[src/rtl/stream_mux_rr_if.sv]
// Bundle of the N-to-1 mux handshake: NCH input channels plus mode/select, one output stream.
// The mux takes the slave view; the producer/consumer side (or a bench) takes the master view.
interface stream_mux_rr_if #(
  parameter int WIDTH = 4,
  parameter int NCH   = 4,
  parameter int SELW  = $clog2(NCH)
);
  logic [NCH*WIDTH-1:0] in_data;
  logic [NCH-1:0]       in_valid;
  logic [NCH-1:0]       in_ready;
  logic                 mode;
  logic [SELW-1:0]      sel;
  logic [WIDTH-1:0]     out_data;
  logic                 out_valid;
  logic                 out_ready;
  logic [SELW-1:0]      out_ch;

  modport master (
    output in_data, in_valid, mode, sel, out_ready,
    input  in_ready, out_data, out_valid, out_ch
  );

  modport slave (
    input  in_data, in_valid, mode, sel, out_ready,
    output in_ready, out_data, out_valid, out_ch
  );
endinterface

[src/rtl/stream_mux_rr.sv]
// N-to-1 valid/ready stream mux, fixed-select or round-robin, one registered output stage (1-cycle latency).
// While the output register is stalled every in_ready is 0; ungranted channels are simply held off.
module stream_mux_rr #(
  parameter int WIDTH = 4,
  parameter int NCH   = 4,
  parameter int SELW  = $clog2(NCH)
) (
  input  logic           clk,
  input  logic           rst,
  stream_mux_rr_if.slave bus
);
  localparam int NPAD = 1 << SELW;

  // Channels padded to a power of two; pad slots are never valid, so an out-of-range sel yields no grant.
  logic [WIDTH-1:0] ch_dat [NPAD];
  logic [NPAD-1:0]  ch_vld;

  for (genvar i = 0; i < NPAD; i++) begin : g_pad
    if (i < NCH) begin : g_real
      assign ch_dat[i] = bus.in_data[i*WIDTH +: WIDTH];
      assign ch_vld[i] = bus.in_valid[i];
    end else begin : g_none
      assign ch_dat[i] = '0;
      assign ch_vld[i] = 1'b0;
    end
  end

  logic [SELW-1:0]  last_q, last_d;
  logic [WIDTH-1:0] out_data_q, out_data_d;
  logic [SELW-1:0]  out_ch_q, out_ch_d;
  logic             out_valid_q, out_valid_d;
  logic [SELW-1:0]  gnt, scan_idx;
  logic             gnt_vld, load;
  logic [NCH-1:0]   in_ready;

  always_comb begin
    load     = !out_valid_q || bus.out_ready;
    gnt_vld  = 1'b0;
    gnt      = '0;
    scan_idx = '0;
    if (!bus.mode) begin
      gnt_vld = ch_vld[bus.sel];
      gnt     = bus.sel;
    end else begin
      // Scan farthest-first so the nearest valid channel after last_q is the one left standing.
      for (int k = NCH; k >= 1; k--) begin
        scan_idx = SELW'((int'(last_q) + k) % NCH);
        if (ch_vld[scan_idx]) begin
          gnt_vld = 1'b1;
          gnt     = scan_idx;
        end
      end
    end

    in_ready = '0;
    if (!rst && load && gnt_vld) in_ready[gnt] = 1'b1;

    last_d      = last_q;
    out_data_d  = out_data_q;
    out_ch_d    = out_ch_q;
    out_valid_d = out_valid_q;
    if (load) begin
      out_valid_d = gnt_vld;
      if (gnt_vld) begin
        out_data_d = ch_dat[gnt];
        out_ch_d   = gnt;
        last_d     = gnt;
      end
    end
  end

  always_ff @(posedge clk) begin
    if (rst) begin
      last_q      <= SELW'(NCH - 1);
      out_data_q  <= '0;
      out_ch_q    <= '0;
      out_valid_q <= 1'b0;
    end else begin
      last_q      <= last_d;
      out_data_q  <= out_data_d;
      out_ch_q    <= out_ch_d;
      out_valid_q <= out_valid_d;
    end
  end

  assign bus.in_ready  = in_ready;
  assign bus.out_data  = out_data_q;
  assign bus.out_ch    = out_ch_q;
  assign bus.out_valid = out_valid_q;
endmodule
[src/flat_wrapper.sv]
// flat-port wrapper written by rule: the top's interface ports become plain ports
module stream_mux_rr_flat 
#(
  parameter int WIDTH = 4,
  parameter int NCH   = 4,
  parameter int SELW  = $clog2(NCH)
)
  (clk, rst, bus_in_data, bus_in_valid, bus_mode, bus_sel, bus_out_ready, bus_in_ready, bus_out_data, bus_out_valid, bus_out_ch);
  stream_mux_rr_if #(.WIDTH(WIDTH), .NCH(NCH), .SELW(SELW)) bus_i ();
  input  logic clk;
  input  logic rst;
  input wire logic [$bits(bus_i.in_data)-1:0] bus_in_data;
  input wire logic [$bits(bus_i.in_valid)-1:0] bus_in_valid;
  input wire logic [$bits(bus_i.mode)-1:0] bus_mode;
  input wire logic [$bits(bus_i.sel)-1:0] bus_sel;
  input wire logic [$bits(bus_i.out_ready)-1:0] bus_out_ready;
  output wire logic [$bits(bus_i.in_ready)-1:0] bus_in_ready;
  output wire logic [$bits(bus_i.out_data)-1:0] bus_out_data;
  output wire logic [$bits(bus_i.out_valid)-1:0] bus_out_valid;
  output wire logic [$bits(bus_i.out_ch)-1:0] bus_out_ch;
  assign bus_i.in_data = bus_in_data;
  assign bus_i.in_valid = bus_in_valid;
  assign bus_i.mode = bus_mode;
  assign bus_i.sel = bus_sel;
  assign bus_i.out_ready = bus_out_ready;
  assign bus_in_ready = bus_i.in_ready;
  assign bus_out_data = bus_i.out_data;
  assign bus_out_valid = bus_i.out_valid;
  assign bus_out_ch = bus_i.out_ch;
  stream_mux_rr #(.WIDTH(WIDTH), .NCH(NCH), .SELW(SELW)) u_core (.clk(clk), .rst(rst), .bus(bus_i));
endmodule
[config.mk]
export PLATFORM = sky130hd
export DESIGN_NAME = stream_mux_rr_flat
export DESIGN_NICKNAME = d
export VERILOG_FILES = /design/src/rtl/stream_mux_rr_if.sv /design/src/rtl/stream_mux_rr.sv /design/src/flat_wrapper.sv
export SDC_FILE = /design/constraint.sdc
export NUM_CORES = 1
export LEC_CHECK = 0
export BUFFER_PORTS_ARGS = -buffer_cell sky130_fd_sc_hd__buf_2
export CAP_MARGIN = 20
export CORE_MARGIN = 10
export CORE_UTILIZATION = 37
export DETAILED_ROUTE_END_ITERATION = 8
export PLACE_DENSITY = 0.67
export REMOVE_ABC_BUFFERS = 1
export SYNTH_ARGS = -nofsm -noshare
export SYNTH_HDL_FRONTEND = slang
export SYNTH_SLANG_ARGS = --single-unit
[constraint.sdc]
create_clock -name clk -period 1.86 [get_ports clk]
set_input_delay 0.279 -clock clk [delete_from_list [all_inputs] [get_ports clk]]
set_output_delay 0.279 -clock clk [all_outputs]
set_load 0.005 [all_outputs]
==> metrics.cfg <==
[die]
dieArea_mm2=0.00429
initial_core_util_pct=39.1
die-width_um=65.5
core_mm2=0.00196
ioPinCount=37
placementRows=16
fp.dieH_um=65.5

[power]
ir_worst_vdd_v=0.000356
powerDensity_mw_per_mm2=601
p_leak_nw=0.546

[finish]
finish.utilization_pct=58.8
seq_area_um2=181
multiInputGateArea_um2=556
layout-drive-gt1-share_pct=43.5
mostFrequentLayoutCell=buf_2
final_cell_mix=buf_2, buf_4, nand2_1, a31oi_1
layout.nets=181
area_delta_synth_final_pct=50.4
antenna_cells=0
n_fill_cell=203

[clock_tree]
clk_pin_slew_worst_paths_ns=0.07
cts_tree=yes
cts_max_level=1
ctsHoldBuffers=0
cts_buffer_depth=2
numClockSinks=9
cts_buffers=3
clock_latency_ns=0.27
cts_root_buf=clkbuf_4

[detailed_routing]
wl_met1_mm=1.04
drc=0
wl_per_cell_um=14.2
num_vias=982
drt-pass1-iter-count=4
top_layer=met3
drt-initial-drc-count=49
met3_wirelength_um=189
drtAntennaViolNets=0
route.met2.wl_mm=1.34
wirelength_mm=2.57
via_per_inst=5.43

[logic_synthesis]
async_reset_ff_share_pct=0
synth_edf_count=0
synth-main-ff-cell=dfxtp_1
synthCells=103
synth_warnings=0
postSynthAreaPerCell_um2=7.45
syn-cell-area_um2=767
synthDominantCellAreaShare_pct=23.5
ys_seq_area_share_pct=23.5
synth.area.top_cells=dfxtp_1, a31oi_1, and4_1, o211ai_1, nand2_1
ys_types=29
synth_area_leader_cell=dfxtp_1
synth-seq-cells=9

[run_status]
violations=negative setup slack
status=finished, violations left

[timing]
finalSetupViolCount=4
max_freq_ghz=0.490
period_needed_ns=2.04
relSlewSlack_pct=76.6
hold_violations=0
clock_skew_ns=0.00327
fin_crit_sh_pct=110
tns_ns=-0.548
drv_slew=0
postLayoutSetupSlackWorst_ns=-0.179
rsz0062_at_grt=yes
worst_pin_slew_ns=0.351

[worst_setup_path]
crit_family=compound AO/OA/AOI/OAI gates
cp_num_buf_inv=1
cp.required_ns=1.58
cp-start-kind=flip-flop
crit_slowest_cell=a311o_1
cp.arrival_ns=1.76
path_cells=nand2b_4 > a32o_2 > a311o_1 > nor4_1 > buf_2
cp_max_fo=4
path_class=reg2out
endpoint_kind=primary output
cpPeakStageDelay_ns=0.37

[job]
max-cap-violations=0

[worst_hold_path]
hold_path_class=in2reg

[place]
gp_congestion=0.857
io_buffers=36
place_hpwl_mm=2.04

[global_routing]
grt-ovfl-total=0
grt_start_max_net_pins=17
grt_pass1_wl_mm=4.15
antenna_found_initial=0
grt_pass1_vias=944
grt_use_total_pct=11.6

[sequential cells by signal (all words and copies together), names as in the netlist]
name and flops:
u_core.bus.out_data 4, u_core.bus.out_ch 2, u_core.last_q 2, u_core.bus.out_valid 1
[through the flow]
stage | power, mW | std cells | instance area (um2) | setup WS [ns] | hold WS (ns)
floorplan | 0.372 | 95 | 729 | 0.0825 | 0.348
global placement | 0.506 | 176 | 1080 | 0.00905 | 0.442
detailed placement | 0.515 | 176 | 1080 | 0.00257 | 0.446
CTS | 0.690 | 181 | 1150 | -0.175 | 0.350
global route | 0.738 | 181 | 1150 | -0.252 | 0.361
finish | 0.693 | 181 | 1150 | -0.179 | 0.354
[area by class of cell]
class | instances | area share [%]
well taps | 27 | 2.93
multi-input cells | 77 | 48.2
repair buffers | 55 | 28.0
inverters | 9 | 2.93
flip-flops and latches | 9 | 15.7
clock buffers | 4 | 2.28
[final timing paths]
kind,start,endpoint,slack [ns],cells after the start
max,u_core.last_q[1],bus_in_ready[2],-0.18,5
min,rst,u_core.bus.out_ch[1],0.35,2
min reg2reg,u_core.bus.out_ch[1],u_core.bus.out_ch[1],0.45,2
max reg2reg,u_core.last_q[1],u_core.bus.out_data[1],0.02,8
[logic make-up after synthesis]
| kind of cell | synth area share (%) |
|---|---|
| buffers and inverters | 9.30 |
| and+or+nand+nor | 29.7 |
| muxes | 1.31 |
| AOI/OAI and AO/OA | 36.2 |
| DFF | 23.5 |
[metal layers]
metal  global-route usage [%]  vias to the layer above
met5                        0                        -
met4                     1.60                        0
met3                     3.39                        0
met2                     22.2                       31
met1                     12.2                      450
li1                         -                      501
[synth_stat cells, types with 2 or more instances]
cell      instances
a21oi_1           5
a31oi_1          12
and4_1            8
buf_2             6
clkbuf_1          2
dfxtp_1           9
inv_1             9
nand2_1          12
nand2b_1          2
nor2_1            2
nor2b_1           5
nor4_1            5
o211ai_1          9
o211ai_2          2
[where the power goes]
group	total [mW]	switching (mW)	internal (mW)
clock	0.161	0.0784	0.0831
combinational	0.297	0.149	0.149
sequential	0.234	0.0171	0.217
total	0.693	0.244	0.449
[timing repair]
| item | CTS | global route |
|---|---|---|
| gates resized for setup | 5 | 1 |
| pin swaps | 6 | 1 |
| setup endpoints to repair | 4 | 6 |
| buffers inserted | 1 | 0 |
Note: power is estimated with default switching activity, not from simulation.
